**config.mk**
```make
export PLATFORM = sky130hd
export DESIGN_NAME = rca8_share_ctrl
export DESIGN_NICKNAME = d
export VERILOG_FILES = /design/src/rtl/rca8_share_ctrl_pkg.sv /design/src/rtl/rca8_ci.sv /design/src/rtl/rca8_share_ctrl.sv
export SDC_FILE = /design/constraint.sdc
export NUM_CORES = 1
export LEC_CHECK = 0
export ABC_AREA = 1
export BUFFER_PORTS_ARGS = -buffer_cell sky130_fd_sc_hd__buf_4
export CORE_MARGIN = 5
export CORE_UTILIZATION = 51
export CTS_CLUSTER_DIAMETER = 200
export DETAILED_ROUTE_END_ITERATION = 10
export PLACE_DENSITY = 0.78
export SKIP_CTS_REPAIR_TIMING = 1
export SYNTH_ARGS = -nofsm -noshare
export SYNTH_HDL_FRONTEND = slang
export SYNTH_SLANG_ARGS = --single-unit
```
**constraint.sdc**
```tcl
create_clock -name clk -period 4.7 [get_ports clk]
set_input_delay 0.47 -clock clk [delete_from_list [all_inputs] [get_ports clk]]
set_output_delay 0.47 -clock clk [all_outputs]
set_load 0.02 [all_outputs]
```
**src/rtl/rca8_share_ctrl_pkg.sv**
```systemverilog
// Shared definitions for the byte-serial shared-adder controller:
// FSM state encoding, requester IDs, legal width range and the round-robin pick.
package rca8_share_ctrl_pkg;

  typedef enum logic [1:0] {
    ST_IDLE = 2'd0,
    ST_RUN  = 2'd1,
    ST_DONE = 2'd2
  } state_t;

  localparam logic ID_R0 = 1'b0;
  localparam logic ID_R1 = 1'b1;

  localparam int NBYTES_MIN = 1;
  localparam int NBYTES_MAX = 4;

  // Sole valid requester wins; on a tie the one that was not granted last wins.
  function automatic logic rr_pick(input logic v0, input logic v1, input logic last);
    if (v0 && v1) return ~last;
    return v0 ? ID_R0 : ID_R1;
  endfunction

endpackage

```
**src/rtl/rca8_ci.sv**
```systemverilog
// 8-bit ripple-carry adder with carry-in; one full adder per bit position.
module rca8_ci (
  input  logic [7:0] a,
  input  logic [7:0] b,
  input  logic       ci,
  output logic [7:0] s,
  output logic       co
);

  logic [8:0] c;

  assign c[0] = ci;

  for (genvar i = 0; i < 8; i++) begin : g_fa
    assign s[i]     = a[i] ^ b[i] ^ c[i];
    assign c[i+1]   = (a[i] & b[i]) | (c[i] & (a[i] ^ b[i]));
  end

  assign co = c[8];

endmodule

```
**src/rtl/rca8_share_ctrl.sv**
```systemverilog
// Two requesters share one 8-bit adder; NBYTES-wide add/sub runs LSB byte first
// with the carry chained through a register, result returned with requester ID.
module rca8_share_ctrl
  import rca8_share_ctrl_pkg::*;
#(
  parameter  int NBYTES = 2,
  localparam int W      = 8 * NBYTES
) (
  input  logic         clk,
  input  logic         rst,
  input  logic         r0_valid,
  output logic         r0_ready,
  input  logic         r0_sub,
  input  logic [W-1:0] r0_a,
  input  logic [W-1:0] r0_b,
  input  logic         r1_valid,
  output logic         r1_ready,
  input  logic         r1_sub,
  input  logic [W-1:0] r1_a,
  input  logic [W-1:0] r1_b,
  output logic         rsp_valid,
  input  logic         rsp_ready,
  output logic         rsp_id,
  output logic [W-1:0] rsp_sum,
  output logic         rsp_c,
  output logic         rsp_v,
  output logic         rsp_z
);

  if (NBYTES < NBYTES_MIN || NBYTES > NBYTES_MAX) begin : g_bad_nbytes
    $error("rca8_share_ctrl: NBYTES must be in 1..4");
  end

  state_t       state, state_next;
  logic         accept, winner, last_byte, last_grant;
  logic         sel_sub;
  logic [W-1:0] sel_a, sel_b, sum_next;
  logic [W-1:0] a_q, b_q, sum_q;
  logic         carry_q, id_q, a_msb_q, b_msb_q;
  logic         c_q, v_q, z_q;
  logic [2:0]   k_q;
  logic [7:0]   byte_s;
  logic         byte_co;

  rca8_ci u_adder (
    .a  (a_q[7:0]),
    .b  (b_q[7:0]),
    .ci (carry_q),
    .s  (byte_s),
    .co (byte_co)
  );

  assign winner    = rr_pick(r0_valid, r1_valid, last_grant);
  assign sel_sub   = (winner == ID_R1) ? r1_sub : r0_sub;
  assign sel_a     = (winner == ID_R1) ? r1_a   : r0_a;
  assign sel_b     = ((winner == ID_R1) ? r1_b : r0_b) ^ {W{sel_sub}};
  assign last_byte = (k_q == 3'(NBYTES - 1));
  // New byte enters at the top; after NBYTES shifts byte 0 sits at the bottom.
  assign sum_next  = W'({byte_s, sum_q} >> 8);

  // NOTE: sequential state uses <= so every register samples pre-edge values.
  always_ff @(posedge clk) begin
    if (rst) state <= ST_IDLE;
    else     state <= state_next;
  end

  // NOTE: every output of this block gets a default first so no path infers a latch.
  always_comb begin
    state_next = state;
    accept     = 1'b0;
    r0_ready   = 1'b0;
    r1_ready   = 1'b0;
    unique case (state)
      ST_IDLE: begin
        if (!rst && (r0_valid || r1_valid)) begin
          accept     = 1'b1;
          r0_ready   = (winner == ID_R0);
          r1_ready   = (winner == ID_R1);
          state_next = ST_RUN;
        end
      end
      ST_RUN:  if (last_byte) state_next = ST_DONE;
      ST_DONE: if (rsp_ready) state_next = ST_IDLE;
      default: state_next = ST_IDLE;
    endcase
  end

  // NOTE: datapath registers are reset too (no RAM here) so the response
  // fields read zero out of reset rather than X.
  always_ff @(posedge clk) begin
    if (rst) begin
      a_q        <= '0;
      b_q        <= '0;
      sum_q      <= '0;
      carry_q    <= 1'b0;
      id_q       <= ID_R0;
      a_msb_q    <= 1'b0;
      b_msb_q    <= 1'b0;
      k_q        <= '0;
      c_q        <= 1'b0;
      v_q        <= 1'b0;
      z_q        <= 1'b0;
      last_grant <= ID_R1;
    end else if (accept) begin
      a_q        <= sel_a;
      b_q        <= sel_b;
      carry_q    <= sel_sub;
      id_q       <= winner;
      a_msb_q    <= sel_a[W-1];
      b_msb_q    <= sel_b[W-1];
      k_q        <= '0;
      last_grant <= winner;
    end else if (state == ST_RUN) begin
      a_q     <= a_q >> 8;
      b_q     <= b_q >> 8;
      sum_q   <= sum_next;
      carry_q <= byte_co;
      k_q     <= k_q + 3'd1;
      if (last_byte) begin
        c_q <= byte_co;
        v_q <= (a_msb_q == b_msb_q) && (byte_s[7] != a_msb_q);
        z_q <= ~|sum_next;
      end
    end
  end

  assign rsp_valid = (state == ST_DONE);
  assign rsp_id    = id_q;
  assign rsp_sum   = sum_q;
  assign rsp_c     = c_q;
  assign rsp_v     = v_q;
  assign rsp_z     = z_q;

endmodule

```
## Word-level counts from Yosys, hierarchy flattened

Index checks and enable logic that the tools add are counted.
Widths: inputs -> output; s select.

| storage, ports and cells | value |
|---|---|
| flip-flop bits (word level) | 61 |
| bits in latches | 0 |
| bits in writable memories | 0 |
| memory bits (read-only) | 0 |
| input port bits | 71 |
| output and inout port bits | 23 |
| word-level logic and storage cells | 102 |
| memories | 0 |

| operators by class | value |
|---|---|
| add/subtract/negate cells | 1 |
| multiply operators | 0 |
| div/mod/pow operators | 0 |
| $lt $le $gt $ge | 0 |
| eq/ne operators | 8 |
| shift operators | 0 |
| mux-type cells | 23 |
| bitwise operators | 44 |
| reduce and logical (&&, ||, !) cells | 13 |

Operator list:

| kind | count |
|---|---|
| $mux 16 | 6 |
| $and 1x1->1 | 16 |
| $reduce_or 16->1 | 1 |
| $xor 1x1->1 | 16 |
| $xor 16x16->16 | 1 |
| $mux 1 | 13 |
| $or 1x1->1 | 8 |
| $mux 2 | 3 |
| $pmux 2 s3 | 1 |
| $reduce_and 3->1 | 2 |
| $ne 2x2->1 const B | 2 |
| $add 3x1->3 const B | 1 |
| $eq 3x1->1 const B | 1 |
| $logic_and 1x1->1 | 3 |
| $not 1->1 | 3 |
| $eq 2x1->1 const B | 1 |
| $eq 2x2->1 const B | 1 |
| $logic_not 1->1 | 2 |
| $logic_not 2->1 | 1 |
| $ne 2x1->1 const B | 1 |
| $reduce_and 2->1 | 1 |
| $reduce_bool 2->1 | 1 |
| $reduce_or 2->1 | 1 |
| $eq 1x1->1 | 1 |
| 2 further kinds | 2 |

## Logic depth before layout (Yosys ltp)

| depth | value |
|---|---|
| depth after elaboration | 19 |
| depth in mapped cells | 15 |
| depth with buffers taken out | 15 |

## By module

From an unflattened synthesis, not the netlist that was laid out.

| second synthesis, totals | value |
|---|---|
| cells, all modules | 518 |
| area total of the unflattened synthesis | 3439.5 µm² |

Modules (own cells, without submodules):

| module | instances | cells an instance | area each (µm²) | sequential area each (µm²) |
|---|---|---|---|---|
| rca8_share_ctrl | 1 | 500 | 3241.9 | 1221.2 |
| rca8_ci | 1 | 18 | 197.7 | 0.0 |

## Least setup slack after synthesis

Ideal clock, no wire load.

| timing | value |
|---|---|
| kind | register to register |
| from | register a_q[0] |
| to | register z_q (netlist: rsp_z) |
| library setup time | 0.132 ns |
| arrival | 3.546 ns |
| required time | 4.568 ns |
| setup slack | 1.022 ns |
| stages on the path, launching flop included | 16 |
| buffers on the path | 0 |
| period minus slack after synthesis | 3.678 ns |
| path through | dfxtp_1 -> fa_1 -> fa_1 -> fa_1 -> fa_1 -> inv_1 -> fa_1 -> inv_1 -> fa_1 -> fa_1 -> inv_1 -> fa_1 -> inv_1 -> nor4_1 -> nand4_1 -> a21oi_1 |

| on the way | value |
|---|---|
| cells in the longest elaborated chain, start to end | 18 |
| elaborated cells on any way between the ends | 26 |
| classes of those cells | bitwise: 24; reduce/logical: 2 |

RTL lines:

| element | line | source |
|---|---|---|
| start: declaration | rca8_share_ctrl.sv:38 | `logic [W-1:0] a_q, b_q, sum_q;` |
| start signal: assignment | rca8_share_ctrl.sv:105 | `a_q <= sel_a;` |
| start signal: assignment | rca8_share_ctrl.sv:114 | `a_q <= a_q >> 8;` |
| $xor 1x1->1 | rca8_ci.sv:15, rca8_ci.sv:16 |  |
| $and 1x1->1 | rca8_ci.sv:16 | `assign c[i+1] = (a[i] & b[i]) \| (c[i] & (a[i] ^ b[i]));` |
| $or 1x1->1 | rca8_ci.sv:16 |  |
| $and 1x1->1 | rca8_ci.sv:16 |  |
| $or 1x1->1 | rca8_ci.sv:16 |  |
| $and 1x1->1 | rca8_ci.sv:16 |  |
| $or 1x1->1 | rca8_ci.sv:16 |  |
| $and 1x1->1 | rca8_ci.sv:16 |  |
| [2 not listed] | n/a |  |
| $or 1x1->1 | rca8_ci.sv:16 |  |
| $and 1x1->1 | rca8_ci.sv:16 |  |
| $or 1x1->1 | rca8_ci.sv:16 |  |
| $and 1x1->1 | rca8_ci.sv:16 |  |
| $or 1x1->1 | rca8_ci.sv:16 |  |
| $xor 1x1->1 | rca8_ci.sv:15 | `assign s[i] = a[i] ^ b[i] ^ c[i];` |
| $reduce_or 16->1 * | rca8_share_ctrl.sv:122 | `z_q <= ~\|sum_next;` |
| $logic_not 1->1 * | rca8_share_ctrl.sv:122 |  |
| end signal: assignment | rca8_share_ctrl.sv:122 |  |
| end: declaration | rca8_share_ctrl.sv:40 | `logic c_q, v_q, z_q;` |

Every way passes the cells marked *; elsewhere a longest branch is shown, timed or not.
A chain may end at the register's enable or synchronous reset.

## Worst setup path in the final report

Ends and elaborated chain as after synthesis.

==> implementation parameters <==
Parameter                              Value

Clock network
  Clock latency of the later-clocked register in the worst-skew pair ... 0.34 ns
  Total clock sinks ... 61
  Root buf cell ... sky130_fd_sc_hd__clkbuf_8
  Count of H-tree levels built during CTS ... 3
  Maximum number of buffers from clock root to sink ... 2
  TritonCTS clock tree ... built
  Clock buffers created by TritonCTS ... 9
  Clock transition at the registers of the reported paths ... 0.07 ns

Place
  Area after detailed placement ... 4030 µm²
  Port Buf Inserts ... 93
  Cell total after placement ... 645
  Placer's final routability congestion estimate ... 0.819
  Final HPWL DP ... 6470 µm

Worst setup path
  Critical-path cell list ... fa_1 -> fa_1 -> fa_1 -> fa_1 -> inv_1 -> fa_1 -> inv_1 -> fa_1 -> fa_1 -> inv_1 -> fa_1 -> inv_1 -> nor4_1 -> nand4_1 -> a21oi_1
  Type of the worst setup path ... reg -> reg
  Data arrival time of the critical path ... 4.04 ns
  Dominant cell type by count on the critical path ... sky130_fd_sc_hd__fa_1
  Crit path buf inv count ... 4
  CP delay by family, top ... adder cells
  Critical Path End Type ... flop
  CP max stage delay ... 0.43 ns
  Kind of launch point of the worst setup path ... flop
  Data required time of the critical path ... 4.91 ns
  Slowest stage cell, crit path ... sky130_fd_sc_hd__fa_1
  Critical path fanouts, max ... 3

Synth
  Fraction of registers with async set/reset ... 0%
  Cell type contributing the most total cell area after synthesis ... sky130_fd_sc_hd__dfxtp_1
  Yosys cell types ... 28
  Number of enable-type register cells in the synthesized netlist ... 0
  Most repeated cell in the gate-level netlist after synthesis ... sky130_fd_sc_hd__nand2_1
  Synthesized area divided by synthesized cell count ... 6.75 µm²
  Commonest register cell after synthesis ... sky130_fd_sc_hd__dfxtp_1
  Sequential-to-total area share from yosys stat ... 36.4%
  Top cell type's share of synthesized area ... 36.4%
  Register bit total from synthesis ... 61
  Combined area of all synthesized cells ... 3350 µm²
  Top cells by count, synth ... sky130_fd_sc_hd__nand2_1 (165), sky130_fd_sc_hd__dfxtp_1 (61), sky130_fd_sc_hd__nand3_1 (55)
  Synth Warn # ... 0
  Biggest area contributors in the synthesized netlist ... sky130_fd_sc_hd__dfxtp_1 (36%), sky130_fd_sc_hd__nand2_1 (18%), sky130_fd_sc_hd__nand3_1 (8.2%)
  Net count after synthesis ... 578
  Syn Inst Count ... 497

GRT
  Initial antenna violation count ... 0
  Wire length of the first global-routing pass ... 14700 µm
  Pin count of the biggest net entering global routing ... 36
  Aggregate global routing overflow ... 0
  Vias in the first global route ... 3189
  GRT Total Usage ... 21.1%

Cells and area
  Net count, final ... 660
  Final Instance Area ... 4190 µm²
  Share of cells above drive strength 1 ... 22.5%
  Post-synthesis to final-layout area growth ... 25.0%
  Number of diodes added for antenna fixing ... 0
  Fillcell total ... 587
  Post-layout utilization of the core ... 65.7%
  Finished Layout Cells ... 660

Timing
  Max frequency ... 261 MHz
  Final critical-path share of the clock period ... 81.5%
  Worst clock skew ... 0.00978 ns
  Unrepaired setup endpoints after global routing ... no
  Sum of negative setup slack ... 0 ns
  Tightest Pin Transition ... 0.685 ns
  Time the final worst path needs with I/O delays and setup ... 3.83 ns
  Number of endpoints failing setup at the final stage ... 0
  Number of pins exceeding their max-slew limit in the final report ... 0
  Max-slew headroom at the worst pin ... 54.0%
  Final Hold Violating Endpoints ... 0

Pwr
  IR Drop Worst-Case VDD ... 305 µV
  Post-layout total power ... 0.00170 W
  Leakage ... 2.05 nW
  Power per cell area ... 405 nW/µm²

Die
  Die outline height ... 91.1 µm
  Starting Density ... 52.5%
  Die Footprint ... 8300 µm²
  Die Wd ... 91.1 µm
  Row cnt ... 29
  Number of primary I/O pins ... 94
  Area of the placeable core ... 6390 µm²

Routing
  Final wirelength ... 8680 µm
  Vias per std cell ... 5.16
  Met3 WL ... 480 µm
  DRC marker count from the first detailed-route iteration ... 205
  Highest signal layer in the routed design ... met4
  Routed length on met2 ... 4250 µm
  Count of unresolved DRC violations after routing ... 0
  Final routed wire length divided by cell count ... 13.1 µm
  Post-route antenna net violation count ... 0
  Via Count ... 3408
  M1 wire length ... 3790 µm
  First-pass DRT Iterations ... 4

Run status
  Result of the run ... finished clean

Flow run
  Max Cap Violations ... 0

Min path
  Min-delay worst type ... in -> reg
-- area by class of cell --
cell class                      count  area (µm²)  share of cell area (%)
Multi-Input combinational cell    354        1770                    42.2
Sequential cell                    61        1220                    29.1
Timing Repair Buffer               97         728                    17.4
Inverter                           56         211                    5.04
Clock buffer                       11         141                    3.37
Tap cell                           77        96.3                    2.30
Clock inverter                      4        25.0                   0.597
-- worst register-to-register path, stage by stage (launching register included) --
cell and delay [ns]:
sky130_fd_sc_hd__dfxtp_1 0.32, sky130_fd_sc_hd__fa_1 0.43, sky130_fd_sc_hd__fa_1 0.39, sky130_fd_sc_hd__fa_1 0.39, sky130_fd_sc_hd__fa_1 0.36, sky130_fd_sc_hd__inv_1 0.07, sky130_fd_sc_hd__fa_1 0.17, sky130_fd_sc_hd__inv_1 0.06
sky130_fd_sc_hd__fa_1 0.37, sky130_fd_sc_hd__fa_1 0.37, sky130_fd_sc_hd__inv_1 0.07, sky130_fd_sc_hd__fa_1 0.42, sky130_fd_sc_hd__inv_1 0.10, sky130_fd_sc_hd__nor4_1 0.06, sky130_fd_sc_hd__nand4_1 0.07, sky130_fd_sc_hd__a21oi_1 0.06
-- metal layers --
layer / global-route usage, % / vias up
met5: 0 / -
met4: 7.58 / 0
met3: 3.80 / 18
met2: 35.6 / 100
met1: 26.9 / 1539
li1: - / 1751
-- kinds of logic after synthesis --
kind of cell	after synthesis	share of synthesized area [%]
adder cells (fa/ha/maj)	10	5.52
XOR/XNOR	2	0.522
AND/OR/NAND/NOR	260	33.9
buffers and inverters	82	10.9
AO/OA/AOI/OAI	82	12.8
flip-flops	61	36.4
-- registers in the layout, summed over array words and instances, names as in the netlist --
signal / cells
carry_q: 1
b_q: 16
a_q: 16
state: 2
k_q: 3
rsp_z: 1
b_msb_q: 1
rsp_c: 1
a_msb_q: 1
rsp_v: 1
rsp_id: 1
rsp_sum: 16
last_grant: 1
-- metrics by stage --
| stage | setup WS, ns | hold WS [ns] |
|---|---|---|
| 6_report | 0.870 | 0.410 |
| 5_1_grt | 0.655 | 0.416 |
| 4_1_cts | 0.851 | 0.405 |
| 3_5_place_dp | 0.862 | 0.457 |
| 3_3_place_gp | 0.926 | 0.444 |
| 2_1_floorplan | 1.02 | 0.440 |
-- worst paths after layout --
check / depth (start not counted) / to / from / slack [ns]
max: 15 / rsp_z$_SDFFE_PP0P_ / a_q[0]$_SDFFE_PP0P_ / 0.87
min: 3 / a_q[14]$_SDFFE_PP0P_ / r1_a[14] / 0.41
max reg2reg: 15 / rsp_z$_SDFFE_PP0P_ / a_q[0]$_SDFFE_PP0P_ / 0.87
min reg2reg: 2 / b_q[14]$_SDFFE_PP0P_ / b_q[14]$_SDFFE_PP0P_ / 0.47
-- cells in the final DEF, fill, tap and decap left out, drive strengths merged --
cell type and instances:
xor2 2, ha 2, inv 54, dfxtp 61
o21ai 33, clkbuf 11, o21a 1, or2 10
clkinv 4, nand3b 7, clkinvlp 2, nand3 55
fa 8, nor4 2, nand2 170, buf 97
a31oi 8, a21oi 39, nor2 13, o211ai 1
nand4 3
-- power breakdown --
group | switching, W | total [W] | internal [W] | leakage (nW)
registers | 0.0000549 | 0.000667 | 0.000612 | 0.501
clock network | 0.000202 | 0.000403 | 0.000201 | 0.0812
logic | 0.000383 | 0.000631 | 0.000248 | 1.46
Power figures use the tool's default switching activity.
